`config.mk`:
```
export PLATFORM = sky130hd
export DESIGN_NAME = multdiv_seq_ctrl
export DESIGN_NICKNAME = d
export VERILOG_FILES = /design/src/rtl/md_ctrl_pkg.sv /design/src/rtl/md_iter_counter.sv /design/src/rtl/multdiv_seq_ctrl.sv
export SDC_FILE = /design/constraint.sdc
export NUM_CORES = 1
export LEC_CHECK = 0
export CAP_MARGIN = 10
export CORE_MARGIN = 4
export CORE_UTILIZATION = 46
export CTS_CLUSTER_DIAMETER = 50
export DETAILED_ROUTE_END_ITERATION = 6
export MAX_ROUTING_LAYER = met4
export PLACE_DENSITY = 0.78
export RECOVER_POWER = 25
export SLEW_MARGIN = 10
export SYNTH_ARGS = -nofsm -noshare
export SYNTH_HDL_FRONTEND = slang
export SYNTH_SLANG_ARGS = --single-unit
```
`constraint.sdc`:
```
create_clock -name clk -period 1.8 [get_ports clk]
set_clock_uncertainty 0.1 [all_clocks]
set_input_delay 0.18 -clock clk [delete_from_list [all_inputs] [get_ports clk]]
set_output_delay 0.18 -clock clk [all_outputs]
set_load 0.02 [all_outputs]
```
`src/rtl/md_ctrl_pkg.sv`:
```
// Shared encodings for the HI/LO multiply/divide sequencer.
package md_ctrl_pkg;

   typedef enum logic [2:0] {
      ST_IDLE  = 3'd0,
      ST_LOAD  = 3'd1,
      ST_RUN   = 3'd2,
      ST_WRITE = 3'd3,
      ST_DONE  = 3'd4,
      ST_EXC   = 3'd5
   } state_t;

   // Latched operation
   localparam logic OP_MULT = 1'b0;
   localparam logic OP_DIV  = 1'b1;

   // Operand source; also the DivSrc and HiCtrl/LoCtrl mux encodings
   localparam logic SRC_REG = 1'b0;
   localparam logic SRC_MEM = 1'b1;

endpackage

```
`src/rtl/md_iter_counter.sv`:
```
// Loadable down-counter that paces the iterative mult/div datapath.
module md_iter_counter #(
   parameter int CNT_W = 6
) (
   input  logic             clk,
   input  logic             reset,
   input  logic             load,
   input  logic             en,
   input  logic [CNT_W-1:0] load_val,
   output logic             zero
);

   logic [CNT_W-1:0] count_q;

   // Count register: load wins over decrement; saturates at zero
   always_ff @(posedge clk or negedge reset) begin
      if (!reset) begin
         count_q <= '0;
      end else if (load) begin
         // NOTE: state registers use non-blocking assignment so every flop samples pre-edge values.
         count_q <= load_val;
      end else if (en && (count_q != '0)) begin
         count_q <= count_q - 1'b1;
      end
   end

   assign zero = (count_q == '0);

endmodule

```
`src/rtl/multdiv_seq_ctrl.sv`:
```
// Multicycle sequencer for the HI/LO multiply/divide path: latches the
// request, selects operand sources, steps the datapath, writes HI/LO.
module multdiv_seq_ctrl
   import md_ctrl_pkg::*;
#(
   parameter int ITERATIONS = 32,
   parameter int CNT_W      = 6
) (
   input  logic clk,
   input  logic reset,
   input  logic mult_start,
   input  logic div_start,
   input  logic divm,
   input  logic abort,
   input  logic divisor_zero,
   output logic div_src_a_sel,
   output logic div_src_b_sel,
   output logic md_load,
   output logic md_step,
   output logic hi_ctrl,
   output logic lo_ctrl,
   output logic hi_wr,
   output logic lo_wr,
   output logic busy,
   output logic done,
   output logic div_zero_exc
);

   localparam logic [CNT_W-1:0] LOAD_VAL = CNT_W'(ITERATIONS - 1);

   state_t state_q, state_d;
   logic   op_q;
   logic   divm_q;
   logic   cnt_load;
   logic   cnt_en;
   logic   cnt_zero;

   md_iter_counter #(.CNT_W(CNT_W)) u_iter_counter (
      .clk      (clk),
      .reset    (reset),
      .load     (cnt_load),
      .en       (cnt_en),
      .load_val (LOAD_VAL),
      .zero     (cnt_zero)
   );

   // State register
   always_ff @(posedge clk or negedge reset) begin
      if (!reset) begin
         state_q <= ST_IDLE;
      end else begin
         state_q <= state_d;
      end
   end

   // Request latch: only sampled in IDLE, MULT has priority over DIV
   always_ff @(posedge clk or negedge reset) begin
      if (!reset) begin
         op_q   <= OP_MULT;
         divm_q <= SRC_REG;
      end else if (state_q == ST_IDLE) begin
         if (mult_start) begin
            op_q   <= OP_MULT;
            divm_q <= SRC_REG;
         end else if (div_start) begin
            op_q   <= OP_DIV;
            divm_q <= divm;
         end
      end
   end

   // Next-state and counter control; abort returns to IDLE from any busy state
   always_comb begin
      // NOTE: defaults first so every path assigns every signal and no latch is inferred.
      state_d  = state_q;
      cnt_load = 1'b0;
      cnt_en   = 1'b0;
      unique case (state_q)
         ST_IDLE: begin
            if (mult_start || div_start) state_d = ST_LOAD;
         end
         ST_LOAD: begin
            cnt_load = 1'b1;
            if (abort)                                  state_d = ST_IDLE;
            else if ((op_q == OP_DIV) && divisor_zero)  state_d = ST_EXC;
            else                                        state_d = ST_RUN;
         end
         ST_RUN: begin
            if (abort)         state_d = ST_IDLE;
            else if (cnt_zero) state_d = ST_WRITE;
            else               cnt_en  = 1'b1;
         end
         ST_WRITE: begin
            state_d = abort ? ST_IDLE : ST_DONE;
         end
         ST_DONE, ST_EXC: begin
            state_d = ST_IDLE;
         end
         default: state_d = ST_IDLE;
      endcase
   end

   // Moore output decode from registered state and latched request
   always_comb begin
      div_src_a_sel = SRC_REG;
      div_src_b_sel = SRC_REG;
      md_load       = 1'b0;
      md_step       = 1'b0;
      hi_ctrl       = SRC_REG;
      lo_ctrl       = SRC_REG;
      hi_wr         = 1'b0;
      lo_wr         = 1'b0;
      busy          = (state_q != ST_IDLE);
      done          = 1'b0;
      div_zero_exc  = 1'b0;
      unique case (state_q)
         ST_LOAD: begin
            md_load       = 1'b1;
            div_src_a_sel = divm_q;
            div_src_b_sel = divm_q;
         end
         ST_RUN: begin
            md_step       = 1'b1;
            div_src_a_sel = divm_q;
            div_src_b_sel = divm_q;
         end
         ST_WRITE: begin
            hi_wr   = 1'b1;
            lo_wr   = 1'b1;
            hi_ctrl = (op_q == OP_DIV) ? SRC_MEM : SRC_REG;
            lo_ctrl = (op_q == OP_DIV) ? SRC_MEM : SRC_REG;
         end
         ST_DONE: done         = 1'b1;
         ST_EXC:  div_zero_exc = 1'b1;
         default: ;
      endcase
   end

endmodule

```
Word-level counts from Yosys, hierarchy flattened
Index checks and enable logic that the tools add are counted.
- register bits: 11
- input port bits: 7
- output and inout port bits: 11
- logic and storage cells: 48
- $add $sub $neg: 1
- eq/ne operators: 7
- mux-type cells: 24
- reductions and logical operators: 12
- operators with widths (cell ; number):
    3-bit 2-to-1 mux ; 6
    1-bit 2-to-1 mux ; 15
    6-bit 2-to-1 mux ; 2
    3-bit case mux with 4 select lines ; 1
    3-bit by 2-bit equality test with 1-bit output, second input constant ; 2
    3-bit equality test, second input constant ; 2
    6-bit zero test ; 1
    6-bit nonzero test ; 1
    6-bit by 1-bit subtractor with 6-bit output, second input constant ; 1
    2-bit AND reduction ; 2
    2-bit nonzero test ; 2
    3-bit by 1-bit equality test with 1-bit output, second input constant ; 1
    3-bit zero test ; 1
    3-bit != test, second input constant ; 1
    3-bit nonzero test ; 1
    1-bit logical AND ; 2
    2-bit by 1-bit != test with 1-bit output, second input constant ; 1
    2-bit OR reduction ; 1
    1-bit logical OR ; 1

Logic depth before layout (Yosys ltp)
Gate-level depths: netlist of the first run.
- depth after elaboration: 7
- mapped depth: 5

By module
Synthesis of the first run repeated with hierarchy kept, for this count alone.
- cell total of the unflattened synthesis: 80
- area, all modules: 726.9 um^2
- by module, submodules not included (module ; times used ; cells an instance ; area an instance (um^2)):
    md_iter_counter ; 1 ; 44 ; 395.4
    multdiv_seq_ctrl ; 1 ; 36 ; 331.6

Least setup slack after synthesis of the first run
No wires, ideal clock.
- kind: reg-to-output
- start point: register state_q[0]
- end point: output port div_src_b_sel
- arrival: 1.685 ns
- data required time: 1.520 ns
- slack: -0.165 ns
- cell stages (with the launch flop): 5
- buffers on the path: 2
- cell sequence: dfrtp_1 -> buf_2 -> nor3b_1 -> o21a_1 -> buf_4
- longest elaborated chain between the ends: 3
- RTL lines (item ; RTL line ; RTL):
    start, declared ; multdiv_seq_ctrl.sv:31 ; state_t state_q, state_d;
    start signal, assigned ; multdiv_seq_ctrl.sv:52 ; state_q <= state_d;
    3-bit by 2-bit equality test with 1-bit output or 3-bit by 1-bit equality test with 1-bit output (tied branches) ; -- ;
    2-bit OR reduction (no line) * ; -- ;
    1-bit 2-to-1 mux * ; -- ;
    end, declared ; multdiv_seq_ctrl.sv:17 ; output logic div_src_b_sel,
Every way passes the cells marked *; elsewhere a longest branch is shown, timed or not.

Worst setup path after layout of the first run
- start point: register state_q[2]
- end point: output port div_src_b_sel
- longest elaborated chain between the ends: 3
- RTL lines (item ; RTL line ; RTL):
    3-bit by 2-bit equality test with 1-bit output or 3-bit by 1-bit equality test with 1-bit output (tied branches) ; multdiv_seq_ctrl.sv:116 ; unique case (state_q)
    2-bit OR reduction (no line) * ; -- ;
    1-bit 2-to-1 mux * ; multdiv_seq_ctrl.sv:116 ;
Marked as above.

==> results of run 1 <==
## routing by layer
| layer | up-vias | wire length, microns |
|---|---|---|
| met5 | - | 0 |
| met4 | 0 | 23 |
| met3 | 4 | 41 |
| met2 | 10 | 667 |
| met1 | 273 | 752 |
| li1 | 303 | - |
## cells in the mapped netlist
master,number
nor3b_1,3
dfrtp_1,11
inv_1,2
o21ai_1,2
nor2_1,8
nor4b_2,1
nor4b_4,1
nor4_1,1
nor4b_1,1
o211ai_1,3
o21a_1,1
nand3b_1,1
and3b_1,2
mux2_2,1
a31oi_1,1
buf_6,1
nand2_1,2
mux2i_1,5
o211a_1,1
nor2b_1,2
buf_4,3
or3_1,1
buf_2,2
inv_2,1
nor3b_4,1
ha_1,2
nor3_1,3
nand2b_1,1
a21oi_1,5
and2_1,1
## worst max-delay path, delay by kind of cell (launching register included)
| family | cells | cell delay (ns) |
|---|---|---|
| AO/OA/AOI/OAI | 1 | 0.16 |
| buffers and inverters | 1 | 0.33 |
| flip-flops | 1 | 0.46 |
| AND/OR/NAND/NOR | 1 | 0.24 |
## flip-flops by register name (all words and copies together), names as in the netlist
name                    cells
divm_q                      1
op_q                        1
state_q                     3
u_iter_counter.count_q      6
## per-stage QoR
| step | hold WS (ns) | TNS [ns] |
|---|---|---|
| after global placement | 0.362 | 0 |
| after floorplan | -0.216 | 0 |
| after global routing | 0.224 | -0.00814 |
| after CTS | 0.135 | 0 |
| after detailed placement | 0.395 | 0 |
| final | 0.208 | 0 |
## worst min path at each step
stage,cells after the start,to,startpoint,slack [ns]
6_report,1,u_iter_counter.count_q[3],reset,0.21
5_1_grt,1,u_iter_counter.count_q[5],reset,0.22
4_1_cts,1,u_iter_counter.count_q[5],reset,0.14
3_5_place_dp,1,u_iter_counter.count_q[4],u_iter_counter.count_q[4],0.40
3_3_place_gp,1,u_iter_counter.count_q[4],u_iter_counter.count_q[4],0.36
2_1_floorplan,0,divm_q,reset,-0.22
## power by group through the flow
| stage | registers (mW) | logic (mW) | clock network (mW) |
|---|---|---|---|
| finish | 0.402 | 0.715 | 0.164 |
| global route | 0.419 | 0.784 | 0.181 |
| CTS | 0.400 | 0.719 | 0.174 |
| detailed placement | 0.397 | 0.768 | 0 |
| global placement | 0.394 | 0.765 | 0 |
| floorplan | 0.349 | 0.475 | 0 |
## logic make-up (layout without fill, tap and decap cells)
family                   Yosys count  after routing  share of synthesized area (%)
adder cells (fa/ha/maj)            2              2                           3.56
buffers and inverters              9             35                           7.84
AND/OR/NAND/NOR                   29             29                           29.1
flip-flops                        11             11                           39.2
multiplexers                       6              6                           8.73
AO/OA/AOI/OAI                     13             13                           11.6
## final cells by class
cell class | count | area [sq um] | share of cell area, %
repair buffers | 28 | 240 | 24.8
clock buffers | 3 | 22.5 | 2.33
multi-input cells | 50 | 392 | 40.4
inverters | 3 | 11.3 | 1.16
flip-flops and latches | 11 | 279 | 28.8
clock inverters | 1 | 5.00 | 0.517
well taps | 15 | 18.8 | 1.94
## what timing repair did
item                       in CTS  in global routing
hold buffers                    0                  0
resized for setup              15                  2
setup endpoints to repair      11                  4
==> reports/qor.yml, run 1 <==
status:
  status: "finished, final reports clean"
cells_and_area:
  mostFrequentLayoutCells: "11 x buf_4, 10 x dlygate4sd2_1, 8 x nor2_1, 8 x dfrtp_1"
  final_core_util_pct: 70.9
  fin_nets: 106
  design_area_sq_um: 968
  final_cells: 111
  nFillCells: 104
  antenna_cells: 0
  drive_above_1_share_pct: 27.1
  final_common_cell: "buf_4"
  syn_to_final_growth_pct: 38.0
grt:
  met3_usage_pct: 1.15
  grt.total_usage_pct: 17.2
  top_usage_layer: "met1"
  grt_pass1_wl_microns: 2610
  grt_remaining_overflow: 0
  grt_max_degree: 12
  use_met2_pct: 24.1
  antenna_found_initial: 0
  met1_usage_pct: 24.9
  grt_pass1_vias: 584
power:
  power.switching_mw: 0.528
  p_int_mw: 0.753
  leakagePower_nw: 0.495
  p_clk_share_pct: 12.8
  p_total_mw: 1.28
  swShare_pct: 41.2
  p_seq_share_pct: 31.4
  comb_power_share_pct: 55.8
  vdd_drop_max_mv: 0.837
  power_density_nw_per_um2: 1320
place:
  hpwlAfterDp_microns: 1220
  post_dp_cell_area_sq_um: 936
  dp_worst_setup_slack_ns: 0.0480
  gp_congestion: 0.765
  dpl.cell_count: 107
  io_buffers: 17
synth:
  synthCells: 70
  syn_avg_cell_area_sq_um: 10.0
  syn_nets: 79
  synth_top_area_share_pct: 39.2
  yosys_warnings: 0
  synthTopCellsByArea: "dfrtp_1 39%, mux2i_1 7.1%, nor2_1 4.3%, a21oi_1 3.6%, ha_1 3.6%"
  yosysSeqAreaShare_pct: 39.2
  ys_types: 30
  synth_top_cell_by_area: "dfrtp_1"
  ys_seq_elements: 11
  syn_area_sq_um: 702
critical_path:
  critPathSlowestCell: "dfrtp_2"
  timing.critical_path.slowest_cell_delay_ns: 0.46
  worst-setup-path-type: "reg2out"
  critPathRequiredTime_ns: 1.52
  crit_fanout: 6
  reg2reg_from: "state_q[2]"
  r2r_end: "u_iter_counter.count_q[5]"
  endpoint: "div_src_b_sel"
  critPathLaunch: "state_q[2]"
  r2r_setup_slack_ns: 0.09
  critPathArrivalTime_ns: 1.45
  worstSetupEndpointType: "output pin"
  r2r_cells: 4
  cp-start-kind: "flop"
  crit_chain: "nor3b_4, o21a_2, dlygate4sd2_1"
floorplanning:
  io_pins: 18
  fp.dieW_microns: 47.1
  initial_utilization_pct: 51.4
  coreArea_sq_um: 1370
  dieArea_sq_um: 2220
  num_rows: 13
  fp.dieH_microns: 47.1
detailed_routing:
  ant_nets: 0
  wire_per_inst_microns: 13.4
  first_pass_iters: 4
  drc: 0
  viasPerCell: 5.32
  wirelength_microns: 1490
  vias: 590
  dr.first_iter.drc_count: 15
flow_run:
  maxCapViolCount: 0
cts:
  ctsLongestPathBuffers: 2
  cts_sinks: 11
  clock_latency_ns: 0.27
  numCtsBuffers: 3
  path_clk_slew_ns: 0.07
  htreeDepth: 1
  post_cts_buffers: 0
  clockRootBuffer: "clkbuf_4"
  tritoncts: "yes"
sta:
  setup_violations: 0
  rsz0062_at_grt: "true"
  worst_slack_ns: 0.0678
  relSlewSlack_pct: 67.3
  min_period_over_period_pct: 96.2
  hold_viol: 0
  fin_crit_ns: 1.73
  fmax_mhz: 577
  max_slew.worst_pin.slew_ns: 0.489
  final_max_slew_viol_count: 0
min_path:
  holdCritPathClass: "in2async"
Power figures use the tool's default switching activity.
==> run 2, diff against run 1 <==
--- a/config.mk
+++ b/config.mk
@@ -6,6 +6,7 @@
 export NUM_CORES = 1
 export LEC_CHECK = 0
 export CAP_MARGIN = 10
+export CORE_ASPECT_RATIO = 1.1
 export CORE_MARGIN = 4
 export CORE_UTILIZATION = 46
 export CTS_CLUSTER_DIAMETER = 50
==> reports/qor.yml, run 2 (synthesis gave the netlist of run 1 again) <==
floorplanning:
  io_pins: 18  # unchanged
  dieArea_sq_um: 2220  # about the same
  fp.dieW_microns: 45.2  # -3.9%
  fp.dieH_microns: 49.0  # +4.0%
  num_rows: 14  # +1
  initial_utilization_pct: 50.1  # -1.3 points
  coreArea_sq_um: 1400  # +2.6%
grt:
  grt_remaining_overflow: 0  # unchanged
  grt.total_usage_pct: 17.6  # +0.39 points
  grt_max_degree: 12  # unchanged
  antenna_found_initial: 0  # unchanged
  grt_pass1_vias: 647  # +11%
  grt_pass1_wl_microns: 2800  # +7.4%
place:
  dpl.cell_count: 109  # +1.9%
  gp_congestion: 0.858  # +12%
  post_dp_cell_area_sq_um: 945  # +0.94%
  io_buffers: 17  # unchanged
  hpwlAfterDp_microns: 1180  # -3.5%
cells_and_area:
  drive_above_1_share_pct: 29.6  # +2.5 points
  largest_reg_flops: 6  # unchanged
  final_common_cell: "buf_4"
  largest-register: "u_iter_counter.count_q"
  final_cells: 114  # +2.7%
  mostFrequentLayoutCells: "13 x buf_4, 8 x nor2_1, 8 x dfrtp_1"
  antenna_cells: 0  # unchanged
  syn_to_final_growth_pct: 39.8
  design_area_sq_um: 981  # +1.3%
  final_core_util_pct: 70.0  # -0.88 points
  fin_nets: 108  # +1.9%
  largestRegisters: "u_iter_counter.count_q (6), state_q (3)"
critical_path:
  cp_common_cell: "nor4b_4"
  critPathArrivalTime_ns: 1.81  # +0.36 ns
  crit_chain: "buf_4, nor4b_4, nor4b_4, mux2_4"
  r2r_setup_slack_ns: 0.04  # -0.05 ns
  timing.critical_path.slowest_cell_delay_ns: 0.49  # +0.03 ns
  critPathSlowestCell: "dfrtp_2"
  reg2reg_from: "state_q[2]"
  r2r_end: "u_iter_counter.count_q[5]"
  crit_fanout: 8  # +2
  cp_num_buf_inv: 1  # unchanged
  cp_top_family: "simple AND/OR/NAND/NOR gates"
  critPathLaunch: "state_q[2]"
  cp-start-kind: "flop"
  critPathRequiredTime_ns: 1.85  # +0.33 ns
  endpoint: "u_iter_counter.count_q[5]"
  r2r_cells: 4  # unchanged
  worst-setup-path-type: "reg2reg"
  cp_num_cells: 4  # +1
  worstSetupEndpointType: "flop"
cts:
  path_clk_slew_ns: 0.08  # about the same
  htreeDepth: 1  # unchanged
  clockRootBuffer: "clkbuf_4"
  cts_sinks: 11  # unchanged
  numCtsBuffers: 3  # unchanged
  clock_latency_ns: 0.27  # about the same
  ctsLongestPathBuffers: 2  # unchanged
  hold_buffers: 0  # unchanged
  tritoncts: "yes"
detailed_routing:
  vias: 610  # +3.4%
  first_pass_iters: 4  # unchanged
  drc: 0  # unchanged
  viasPerCell: 5.35  # +0.67%
  dr.first_iter.drc_count: 13  # -2
  ant_nets: 0  # unchanged
  wirelength_microns: 1670  # +12%
  wire_per_inst_microns: 14.6  # +9.3%
status:
  status: "finished, final reports clean"
sta:
  fmax_mhz: 569  # -1.4%
  max_slew.worst_pin.slew_ns: 0.505  # +0.0160 ns
  rsz0062_at_grt: "true"
  final_max_slew_viol_count: 0  # unchanged
  relSlewSlack_pct: 66.3  # -1.1 points
  hold_viol: 0  # unchanged
  min_period_over_period_pct: 97.6  # +1.3 points
  setup_violations: 0  # unchanged
  fin_crit_ns: 1.76  # +0.0238 ns
power:
  vdd_drop_max_mv: 0.814  # -2.8%
  p_total_mw: 1.31  # +2.6%
  power_density_nw_per_um2: 1340  # +1.3%
  leakagePower_nw: 0.495  # about the same
min_path:
  holdCritPathClass: "in2async"
flow_run:
  maxCapViolCount: 0  # unchanged
==> run 2: cell count changes in the layout (fill, tap and decap cells not counted) <==
cell,before,now
clkbuf_2,0,2
buf_4,11,13
mux2_2,1,0
clkdlybuf4s15_1,1,2
clkinv_2,1,0
mux2_4,0,1
dlygate4sd2_1,10,7
clkbuf_1,0,1
==> run 2: through the flow <==
| step | setup TNS (ns) | setup WS, ns | hold WS, ns |
|---|---|---|---|
| 2_1_floorplan | 0 | 0.0594 | -0.216 |
| 3_3_place_gp | 0 | 0.0199 | 0.369 |
| 3_5_place_dp | -0.00218 | -0.00218 | 0.374 |
| 4_1_cts | 0 | 0.00679 | 0.148 |
| 5_1_grt | -0.0782 | -0.0305 | 0.226 |
| 6_report | 0 | 0.0440 | 0.206 |
==> run 2: per-layer routing <==
metal	routed length, microns	track usage (%)	up-vias
li1	-	-	303
met1	743	22.0	291
met2	864	25.9	14
met3	51	4.43	2
met4	8	8.29	0
met5	0	-	-
==> run 2: repair_timing <==
action	CTS	global route
resized for setup	15	8
setup buffers	0	1
setup endpoints to repair	12	7
pin swaps	0	1
cloned	0	0
==> run 2: how the worst min path moves through the flow <==
stage,startpoint,endpoint,cells past startpoint
floorplan,reset,divm_q,0
global placement,u_iter_counter.count_q[4],u_iter_counter.count_q[4],1
detailed placement,u_iter_counter.count_q[4],u_iter_counter.count_q[4],1
CTS,reset,u_iter_counter.count_q[1],1
global route,reset,op_q,1
finish,reset,u_iter_counter.count_q[2],1
==> run 2: power by group <==
group	leakage, nW	switching, mW	internal, mW
sequential	0.118	0.115	0.311
clock	0.0150	0.0915	0.0858
combinational	0.362	0.351	0.360
total	0.495	0.558	0.757
==> run 2: cell type report <==
class	count	area, sq um
Multi-Input combinational cell	50	395
Timing Repair Buffer	30	249
Tap cell	16	20.0
Sequential cell	11	279
Fill cell	110	420
Inverter	3	11.3
Clock buffer	4	26.3
